**src/rtl/dispatch_arbiter_pkg.sv**
```systemverilog
// Shared sizing constants and types for the dispatch arbiter slice.
package core_pkg;

    localparam int DISP_WIDTH = 2;
    localparam int NUM_PIPES  = 2;
    localparam int RS_DEPTH   = 8;

    localparam int PIPE_W = (NUM_PIPES  > 1) ? $clog2(NUM_PIPES)  : 1;
    localparam int LANE_W = (DISP_WIDTH > 1) ? $clog2(DISP_WIDTH) : 1;
    localparam int CRED_W = $clog2(RS_DEPTH + 1);

    typedef logic [PIPE_W-1:0] pipe_id_t;
    typedef logic [LANE_W-1:0] lane_id_t;
    typedef logic [CRED_W-1:0] credit_t;

    localparam logic [15:0] CNT_MAX = 16'hFFFF;

    // Increment that sticks at the top of the 16-bit range.
    function automatic logic [15:0] sat_inc16(input logic [15:0] value);
        return (value == CNT_MAX) ? value : value + 16'd1;
    endfunction

endpackage

```
**src/rtl/dispatch_arbiter_if.sv**
```systemverilog
// Dispatch-side bundle: lane requests in, grants and RS allocations out.
interface dispatch_arbiter_if;
    import core_pkg::*;

    logic                                stall;
    logic                                flush;
    logic     [DISP_WIDTH-1:0]           req_valid;
    pipe_id_t [DISP_WIDTH-1:0]           req_pipe;
    logic     [NUM_PIPES-1:0]            credit_return;
    logic     [DISP_WIDTH-1:0]           grant;
    logic     [NUM_PIPES-1:0]            rs_alloc_valid;
    lane_id_t [NUM_PIPES-1:0]            rs_alloc_lane;
    credit_t  [NUM_PIPES-1:0]            credits;
    logic                                prio_ptr;
    logic     [15:0]                     conflict_cnt;
    logic                                credit_err;

    // Arbiter side.
    modport slave (
        input  stall, flush, req_valid, req_pipe, credit_return,
        output grant, rs_alloc_valid, rs_alloc_lane, credits,
               prio_ptr, conflict_cnt, credit_err
    );

    // Dispatch queue / backend side.
    modport master (
        output stall, flush, req_valid, req_pipe, credit_return,
        input  grant, rs_alloc_valid, rs_alloc_lane, credits,
               prio_ptr, conflict_cnt, credit_err
    );

endinterface

```
**src/rtl/rs_credit_counter.sv**
```systemverilog
// Free-entry counter for one reservation station. Allocation is only
// requested while the count is non-zero, so it never underflows; a return
// while already full is clamped and reported as an overflow.
module rs_credit_counter #(
    parameter int RS_DEPTH = core_pkg::RS_DEPTH
) (
    input  logic             clk,
    input  logic             rst,
    input  logic             alloc,
    input  logic             ret,
    output core_pkg::credit_t credits,
    output logic             nonzero,
    output logic             overflow
);
    import core_pkg::*;

    localparam credit_t FULL = credit_t'(RS_DEPTH);

    logic full;

    // Status flags derived from the registered count.
    always_comb begin
        full     = (credits == FULL);
        nonzero  = (credits != '0);
        overflow = ret & ~alloc & full;
    end

    // Count update: alloc and ret together cancel out.
    // NOTE: sequential state uses non-blocking assignments so every flop
    // samples pre-edge values regardless of statement order.
    always_ff @(posedge clk) begin
        if (rst) begin
            credits <= FULL;
        end else begin
            case ({alloc, ret})
                2'b10:   credits <= credits - credit_t'(1);
                2'b01:   if (!full) credits <= credits + credit_t'(1);
                default: credits <= credits;
            endcase
        end
    end

endmodule

```
**src/rtl/dispatch_arbiter.sv**
```systemverilog
// Two-lane dispatch arbiter: grants lane heads into execution pipes against
// per-pipe reservation-station credits, rotating priority on same-pipe
// conflicts. Grants are combinational from inputs and registered state.
// Parameters must match the widths fixed in core_pkg.
module dispatch_arbiter #(
    parameter int DISP_WIDTH = core_pkg::DISP_WIDTH,
    parameter int NUM_PIPES  = core_pkg::NUM_PIPES,
    parameter int RS_DEPTH   = core_pkg::RS_DEPTH
) (
    input  logic              clk,
    input  logic              rst,
    dispatch_arbiter_if.slave bus
);
    import core_pkg::*;

    logic    [DISP_WIDTH-1:0] lane_elig;
    logic    [DISP_WIDTH-1:0] grant;
    logic                     conflict;
    logic    [NUM_PIPES-1:0]  pipe_open;
    logic    [NUM_PIPES-1:0]  overflow;
    logic    [NUM_PIPES-1:0]  alloc_valid;
    lane_id_t [NUM_PIPES-1:0] alloc_lane;
    credit_t [NUM_PIPES-1:0]  credit_q;
    logic                     prio_ptr;
    logic    [15:0]           conflict_cnt;
    logic                     credit_err;

    // Lane eligibility and the two-lane grant decision.
    // NOTE: every always_comb output gets a default first so no path can
    // leave it unassigned and infer a latch.
    always_comb begin
        lane_elig = '0;
        for (int i = 0; i < DISP_WIDTH; i++) begin
            lane_elig[i] = bus.req_valid[i] & pipe_open[bus.req_pipe[i]]
                         & ~bus.stall & ~bus.flush & ~rst;
        end
        conflict = lane_elig[0] & lane_elig[1]
                 & (bus.req_pipe[0] == bus.req_pipe[1]);
        grant = lane_elig;
        if (conflict) begin
            grant           = '0;
            grant[prio_ptr] = 1'b1;
        end
    end

    // Map granted lanes onto their target pipes (at most one per pipe).
    always_comb begin
        alloc_valid = '0;
        alloc_lane  = '0;
        for (int p = 0; p < NUM_PIPES; p++) begin
            for (int i = 0; i < DISP_WIDTH; i++) begin
                if (grant[i] && bus.req_pipe[i] == pipe_id_t'(p)) begin
                    alloc_valid[p] = 1'b1;
                    alloc_lane[p]  = lane_id_t'(i);
                end
            end
        end
    end

    // One credit counter per reservation station.
    for (genvar p = 0; p < NUM_PIPES; p++) begin : g_credit
        rs_credit_counter #(
            .RS_DEPTH (RS_DEPTH)
        ) u_counter (
            .clk      (clk),
            .rst      (rst),
            .alloc    (alloc_valid[p]),
            .ret      (bus.credit_return[p]),
            .credits  (credit_q[p]),
            .nonzero  (pipe_open[p]),
            .overflow (overflow[p])
        );
    end

    // Priority rotation, conflict statistics and sticky overflow flag.
    always_ff @(posedge clk) begin
        if (rst) begin
            prio_ptr     <= 1'b0;
            conflict_cnt <= '0;
            credit_err   <= 1'b0;
        end else begin
            if (conflict) begin
                prio_ptr     <= ~prio_ptr;
                conflict_cnt <= sat_inc16(conflict_cnt);
            end
            if (|overflow) begin
                credit_err <= 1'b1;
            end
        end
    end

    // Drive the interface outputs.
    always_comb begin
        bus.grant          = grant;
        bus.rs_alloc_valid = alloc_valid;
        bus.rs_alloc_lane  = alloc_lane;
        bus.credits        = credit_q;
        bus.prio_ptr       = prio_ptr;
        bus.conflict_cnt   = conflict_cnt;
        bus.credit_err     = credit_err;
    end

endmodule

```
**src/flat_wrapper.sv**
```systemverilog
// flat-port wrapper written by rule: the top's interface ports become plain ports
module dispatch_arbiter_flat import core_pkg::*;
#(
    parameter int DISP_WIDTH = core_pkg::DISP_WIDTH,
    parameter int NUM_PIPES  = core_pkg::NUM_PIPES,
    parameter int RS_DEPTH   = core_pkg::RS_DEPTH
)
  (clk, rst, bus_stall, bus_flush, bus_req_valid, bus_req_pipe, bus_credit_return, bus_grant, bus_rs_alloc_valid, bus_rs_alloc_lane, bus_credits, bus_prio_ptr, bus_conflict_cnt, bus_credit_err);
  dispatch_arbiter_if bus_i ();
  input  logic clk;
  input  logic rst;
  input wire logic [$bits(bus_i.stall)-1:0] bus_stall;
  input wire logic [$bits(bus_i.flush)-1:0] bus_flush;
  input wire logic [$bits(bus_i.req_valid)-1:0] bus_req_valid;
  input wire logic [$bits(bus_i.req_pipe)-1:0] bus_req_pipe;
  input wire logic [$bits(bus_i.credit_return)-1:0] bus_credit_return;
  output wire logic [$bits(bus_i.grant)-1:0] bus_grant;
  output wire logic [$bits(bus_i.rs_alloc_valid)-1:0] bus_rs_alloc_valid;
  output wire logic [$bits(bus_i.rs_alloc_lane)-1:0] bus_rs_alloc_lane;
  output wire logic [$bits(bus_i.credits)-1:0] bus_credits;
  output wire logic [$bits(bus_i.prio_ptr)-1:0] bus_prio_ptr;
  output wire logic [$bits(bus_i.conflict_cnt)-1:0] bus_conflict_cnt;
  output wire logic [$bits(bus_i.credit_err)-1:0] bus_credit_err;
  assign bus_i.stall = bus_stall;
  assign bus_i.flush = bus_flush;
  assign bus_i.req_valid = bus_req_valid;
  assign bus_i.req_pipe = bus_req_pipe;
  assign bus_i.credit_return = bus_credit_return;
  assign bus_grant = bus_i.grant;
  assign bus_rs_alloc_valid = bus_i.rs_alloc_valid;
  assign bus_rs_alloc_lane = bus_i.rs_alloc_lane;
  assign bus_credits = bus_i.credits;
  assign bus_prio_ptr = bus_i.prio_ptr;
  assign bus_conflict_cnt = bus_i.conflict_cnt;
  assign bus_credit_err = bus_i.credit_err;
  dispatch_arbiter #(.DISP_WIDTH(DISP_WIDTH), .NUM_PIPES(NUM_PIPES), .RS_DEPTH(RS_DEPTH)) u_core (.clk(clk), .rst(rst), .bus(bus_i));
endmodule
```
**config.mk**
```make
export PLATFORM = sky130hd
export DESIGN_NAME = dispatch_arbiter_flat
export DESIGN_NICKNAME = d
export VERILOG_FILES = /design/src/rtl/dispatch_arbiter_pkg.sv /design/src/rtl/dispatch_arbiter_if.sv /design/src/rtl/rs_credit_counter.sv /design/src/rtl/dispatch_arbiter.sv /design/src/flat_wrapper.sv
export SDC_FILE = /design/constraint.sdc
export NUM_CORES = 1
export LEC_CHECK = 0
export ABC_AREA = 0
export BUFFER_PORTS_ARGS = -buffer_cell sky130_fd_sc_hd__buf_2
export CAP_MARGIN = 20
export CELL_PAD_IN_SITES_DETAIL_PLACEMENT = 1
export CELL_PAD_IN_SITES_GLOBAL_PLACEMENT = 1
export CORE_UTILIZATION = 38
export DETAILED_ROUTE_END_ITERATION = 6
export GPL_ROUTABILITY_DRIVEN = 0
export PLACE_DENSITY = 0.74
export SKIP_LAST_GASP = 1
export SYNTH_ARGS = -nofsm -noshare
export SYNTH_HDL_FRONTEND = slang
export SYNTH_HIERARCHICAL = 1
export SYNTH_SLANG_ARGS = --single-unit
```
**constraint.sdc**
```tcl
create_clock -name clk -period 4.6 [get_ports clk]
set_clock_uncertainty 0.2 [all_clocks]
set_input_delay 0 -clock clk [delete_from_list [all_inputs] [get_ports clk]]
set_output_delay 0 -clock clk [all_outputs]
set_load 0.05 [all_outputs]
```
### Word-level counts from Yosys, hierarchy flattened

Cells that the tools add are included.

* input bits: 10
* output and inout port bits: 32
* flip-flop bits (word level): 26
* logic and storage cells: 77

* order comparisons: 4
* mux-type cells: 17
* reductions and logical operators: 13
* equality and inequality tests: 10
* bitwise gates (word level): 23
* add/sub/neg operators: 5

Operators with widths (number)
* $add 16x1->16 const B: 1
* $eq 16x16->1 const B: 1
* $pmux 4 s2: 2
* $and 1x1->1: 14
* $mux 1: 11
* $not 1->1: 9
* $add 4x1->4 const B: 2
* $eq 4x4->1 const B: 2
* $mux 4: 2
* $reduce_bool 4->1: 2
* $sub 4x1->4 const B: 2
* $lt 1x2->1 const B: 3
* $reduce_and 2->1: 3
* $logic_and 1x1->1: 5
* $eq 2x1->1 const B: 2
* $eq 2x2->1 const B: 2
* $ne 2x2->1 const B: 2
* $reduce_bool 2->1: 2
* $mux 2: 1
* $reduce_or 2->1: 1
* $demux 1 s1: 1
* $eq 1x1->1: 1
* $ge 1x1->1 const B: 1

### Logic depth before layout (Yosys ltp)

* depth after elaboration: 17
* mapped depth: 13
* gate-level depth less buffers: 13

### Hierarchy

Netlist, hierarchy kept.

Modules (own cells, without submodules)
* dispatch_arbiter: instances 1, area an instance 1102.3 sq um, cells an instance 130
* rs_credit_counter: instances 2, area an instance 274.0 sq um, cells an instance 30

### Least setup slack after synthesis

No wires, ideal clock.

* path type: reg-to-reg
* start point: register u_core.g_credit[0].u_counter.credits[0]
* end point: register u_core.g_credit[0].u_counter.credits[3]
* required time: 4266 ps
* data arrival time: 4097 ps
* clock period less this slack: 4431 ps
* setup slack: 169 ps
* stages on the path, launching flop included: 13
* setup time: 134 ps
* path through: dfxtp_1 > nor3_1 > nand2b_1 > and4bb_2 > o21ai_0 > mux2_2 > o22ai_1 > nand2b_1 > ha_1 > a21o_1 > a21oi_2 > mux2i_1 > or4_1

* cells in the longest elaborated chain, start to end: 16
* elaborated cells between the ends (all ways): 30
* those cells by class: add/sub: 2; eq/ne: 4; mux: 9; bitwise: 10; reduce/logical: 5

RTL lines
* start: declaration: line rs_credit_counter.sv:11 `output core_pkg::credit_t credits,`
* start signal: assignment: line rs_credit_counter.sv:36 `2'b10: credits <= credits - credit_t'(1);`
* start signal: assignment: line rs_credit_counter.sv:37 `2'b01: if (!full) credits <= credits + credit_t'(1);`
* start signal: assignment: line rs_credit_counter.sv:38 `default: credits <= credits;`
* $reduce_bool 4->1 (*): line rs_credit_counter.sv:24 `nonzero = (credits != '0);`
* net u_core.pipe_open[0]: line dispatch_arbiter.sv:19 `logic [NUM_PIPES-1:0] pipe_open;`
* $mux 1 (not written as such) (2 in series): line dispatch_arbiter.sv:34 `lane_elig[i] = bus.req_valid[i] & pipe_open[bus.req_pipe[i]]`
* $and 1x1->1: line dispatch_arbiter.sv:34
* $and 1x1->1 (3 in series): line dispatch_arbiter.sv:35 `& ~bus.stall & ~bus.flush & ~rst;`
* $and 1x1->1: line dispatch_arbiter.sv:37 `conflict = lane_elig[0] & lane_elig[1]`
* $and 1x1->1: line dispatch_arbiter.sv:38 `& (bus.req_pipe[0] == bus.req_pipe[1]);`
* $mux 2 (*): line dispatch_arbiter.sv:40 `if (conflict) begin`
* $logic_and 1x1->1: line dispatch_arbiter.sv:52 `if (grant[i] && bus.req_pipe[i] == pipe_id_t'(p)) begin`
* $mux 1: line dispatch_arbiter.sv:52
* $mux 1 (*): line dispatch_arbiter.sv:52
* net bus_rs_alloc_valid[0]: line flat_wrapper.sv:18 `output wire logic [$bits(bus_i.rs_alloc_valid)-1:0] bus_rs_alloc_valid;`
* $eq 2x1->1 / $eq 2x2->1 (equally long branches): line rs_credit_counter.sv:35 `case ({alloc, ret})`
* $ne 2x2->1 (no source line) / $reduce_bool 2->1 (equally long branches)
* $reduce_and 2->1 (no source line)

Mark *: on every way through the listed nets, which the timed path passes. The rest lies on a longest branch. The select of a mux whose other input is x is not followed.
A chain may end at the register's enable or synchronous reset.

### Worst setup path in the final report

* start point: register u_core.g_credit[0].u_counter.credits[0]
* end point: register u_core.g_credit[1].u_counter.credits[3]

* cells in the longest elaborated chain, start to end: 16
* elaborated cells between the ends (all ways): 26
* those cells by class: eq/ne: 3; mux: 8; bitwise: 10; reduce/logical: 5

RTL lines (line)
* $reduce_bool 4->1 (*): rs_credit_counter.sv:24
* net u_core.pipe_open[0]: dispatch_arbiter.sv:19
* $mux 1 (not written as such) (2 in series): dispatch_arbiter.sv:34
* $and 1x1->1: dispatch_arbiter.sv:34
* $and 1x1->1 (3 in series): dispatch_arbiter.sv:35
* $and 1x1->1: dispatch_arbiter.sv:37
* $and 1x1->1: dispatch_arbiter.sv:38
* $mux 2 (*): dispatch_arbiter.sv:40
* $logic_and 1x1->1: dispatch_arbiter.sv:52
* $mux 1: dispatch_arbiter.sv:52
* $mux 1 (*): dispatch_arbiter.sv:52
* $eq 2x1->1 / $eq 2x2->1 (equally long branches): rs_credit_counter.sv:35
* $ne 2x2->1 (no source line) / $reduce_bool 2->1 (equally long branches)
* $reduce_and 2->1 (no source line)
* end signal: assignment: rs_credit_counter.sv:36
* end signal: assignment: rs_credit_counter.sv:37
* end signal: assignment: rs_credit_counter.sv:38
* end: declaration: rs_credit_counter.sv:11

Marked as above.

==> summary.txt <==
Placement
  • Placed insts: 272
  • Pre-CTS setup slack: 0.7072 ns
  • Hpwl dp: 3285 um
  • Placed inst area: 1868 um^2
  • Port buffer count: 41

Synth
  • Post-Syn Area: 1650 um^2
  • Mapped Cells: 190
  • Register bit total from synthesis: 26
  • Post-synth EDFFs: 0
  • Syn nets: 207
  • Seq/Total Area, Yosys: 0.3154
  • Prevailing post-synth register cell: dfxtp_1
  • Syn Area/Cell: 8.686 um^2
  • Yosys warning total: 6
  • Synth cell types: 42
  • Async SR Flop Fraction: 0

Route
  • Via count: 1593
  • Routed wire length: 4396 um
  • DR iter-0 viols: 54
  • Pre-Repair DR Iteration Count: 4
  • Antenna-violating nets left: 0
  • Vias/cell: 5.751
  • Drc violations: 0
  • Routed len/inst: 15.87 um

Worst setup path
  • R2R Setup Slk: 0.67 ns
  • Critical-path cell list: nor3_1 > nand2b_1 > and4bb_2 > o21ai_0 > mux2_2 > o2bb2ai_1 > nand2b_1 > ha_1 > a21o_1 > a21oi_2 > mux2i_1 > or4_1
  • Worst path slowest cell: or4_1
  • Setup CP Type: flop to flop
  • Worst Setup Start Kind: flop
  • CP required: 4.54 ns
  • Crit path capture type: flop
  • CP most frequent cell: nand2b_1
  • CP Max Fanout: 7
  • Arr. time, crit path: 3.87 ns
  • Slowest stage delay, CP: 0.51 ns

Floorplanning
  • Boundary Pins: 42
  • Die height: 67.90 um
  • DIE AREA: 4610 um^2
  • Initial Util: 0.4039
  • Die width: 67.90 um
  • Core area: 4086 um^2
  • Row Count: 23

Finish
  • Finished Core Util: 0.4731
  • Fin cells: 277
  • Layout cell share with drive strength beyond 1: 0.2511
  • Multi-input gate area: 1065 um^2
  • Antenna diode count: 0
  • Nets@finish: 245
  • Final Instance Area: 1933 um^2
  • Area Overhead vs Synth: 17.13%
  • Fillers: 506
  • Storage element area: 520.5 um^2

Clock network
  • CTS tree: built
  • Hold_buf cts: 1
  • Clock transition at path regs: 0.09 ns
  • CTS Sinks: 26
  • Clock Latency Late Sink: 0.27 ns
  • Inserted Clock Buffers: 3
  • H-tree depth: 1
  • # Post-CTS Setup Buffers: 0
  • Post-CTS sizing: 0
  • Root Driver: clkbuf_8
  • Clk buf depth: 2

Power and ir drop
  • Pwr/cell area: 401.0 nW/um^2
  • Worst vdd ir: 0.0002029 V
  • Total Power: 0.7752 mW
  • Pleak: 0.8048 nW

Global routing
  • Largest net degree at the start of global routing: 32
  • Vias in the first global route: 1530
  • First-pass GRT wire length: 7155 um
  • Initial antenna violation count: 0
  • Total global routing overflow: 0
  • All-layer global routing usage: 0.2003

Timing
  • Slew headroom: 0.4820
  • Tcrit/Tclk final: 0.8546
  • Unrepaired setup endpoints after global routing: no
  • Final critical-path setup slack: 0.6688 ns
  • Worst slew pin tran: 0.7771 ns
  • Hold Slack: 0.007227 ns
  • Final min period: 3.931 ns
  • Max Fclk: 0.2544 GHz
  • Final hold violations: 0
  • Slew Limit Fails: 0
  • Final setup viols: 0
  • Setup Total Neg Slack: 0 ns

Run
  • Max Cap Viol: 0

Min path
  • Type of the tightest min-delay check: input pin to flop

Run status
  • Outcome: complete, no violations
[synth_stat cells (3+ instances only)]
master | n | area share
nor4_1 | 4 | 0.015
and4_1 | 7 | 0.037
inv_1 | 4 | 0.0091
nand2_1 | 10 | 0.023
buf_2 | 3 | 0.0091
nand2b_1 | 7 | 0.027
and3_1 | 3 | 0.011
nand3_1 | 7 | 0.021
nor2_1 | 14 | 0.032
or4_1 | 11 | 0.050
o31ai_1 | 9 | 0.041
ha_1 | 5 | 0.038
nand4_1 | 4 | 0.015
clkbuf_1 | 3 | 0.0068
dfxtp_1 | 26 | 0.32
mux2_2 | 7 | 0.048
o21ai_0 | 8 | 0.024
a21oi_1 | 14 | 0.042
nor3_1 | 5 | 0.015
nor2b_1 | 4 | 0.015
xnor2_1 | 5 | 0.027
[layout make-up]
class | count | share of cell area
Multi-Input combinational cell | 151 | 0.5508
Clock buffer | 4 | 0.02848
Inverter | 4 | 0.007767
Sequential cell | 26 | 0.2693
Timing Repair Buffer | 42 | 0.1113
Tap cell | 50 | 0.03236
[path summary, 6_finish.rpt]
check / start / cells after the start / to
max: u_core/g_credit[0].u_counter/credits[0]$_SDFFE_PP0P_ / 12 / u_core/g_credit[1].u_counter/credits[3]$_SDFFE_PP1P_
min: bus_credit_return[1] / 4 / u_core/bus.credit_err$_SDFFE_PP0P_
max reg2reg: u_core/g_credit[0].u_counter/credits[0]$_SDFFE_PP0P_ / 12 / u_core/g_credit[1].u_counter/credits[3]$_SDFFE_PP1P_
min reg2reg: u_core/bus.credit_err$_SDFFE_PP0P_ / 2 / u_core/bus.credit_err$_SDFFE_PP0P_
[cells in the final DEF, fill, tap and decap left out, types with 3 or more instances in the layout]
master	count
or4_1	11
mux2_2	7
nor4_1	4
and3_1	3
nand2b_1	7
buf_2	41
nand4_1	4
clkbuf_8	4
and4_1	7
ha_1	5
o21ai_0	8
o31ai_1	9
dfxtp_1	26
xnor2_1	5
a21oi_1	14
nor2b_1	4
inv_1	4
nand2_1	10
nand3_1	7
nor2_1	14
nor3_1	5
[cells by family after synthesis]
family	synth area share
AO/OA/AOI/OAI	0.1698
buffers and inverters	0.03942
multiplexers	0.05990
flip-flops	0.3154
adder cells (fa/ha/maj)	0.06217
AND/OR/NAND/NOR	0.3268
XOR/XNOR	0.02653
[sequential cells by signal (all words and copies together) (netlist names)]
name / flops
u_core/bus.conflict_cnt: 16
u_core/bus.credit_err: 1
u_core/bus.prio_ptr: 1
u_core/g_credit.u_counter/credits: 8
[critical path, delay by kind of cell, from the launching register on]
kind,cells,cell delay (ns)
DFF,1,0.39
AOI/OAI and AO/OA,4,0.86
adders and majority gates,1,0.29
and+or+nand+nor,5,1.59
muxes,2,0.48
[metal layers]
metal	vias up	track usage	wire length, um
met3	6	0.04167	140
met5	-	0	0
met4	0	0.05208	42
li1	797	-	-
met1	761	0.2435	2086
met2	29	0.3552	2127
[power breakdown]
part	leakage [nW]	internal, mW	switching [mW]
combinational	0.565	0.119	0.215
sequential	0.211	0.252	0.0414
clock	0.0288	0.0765	0.0720
(Power assumes the default switching activity.)
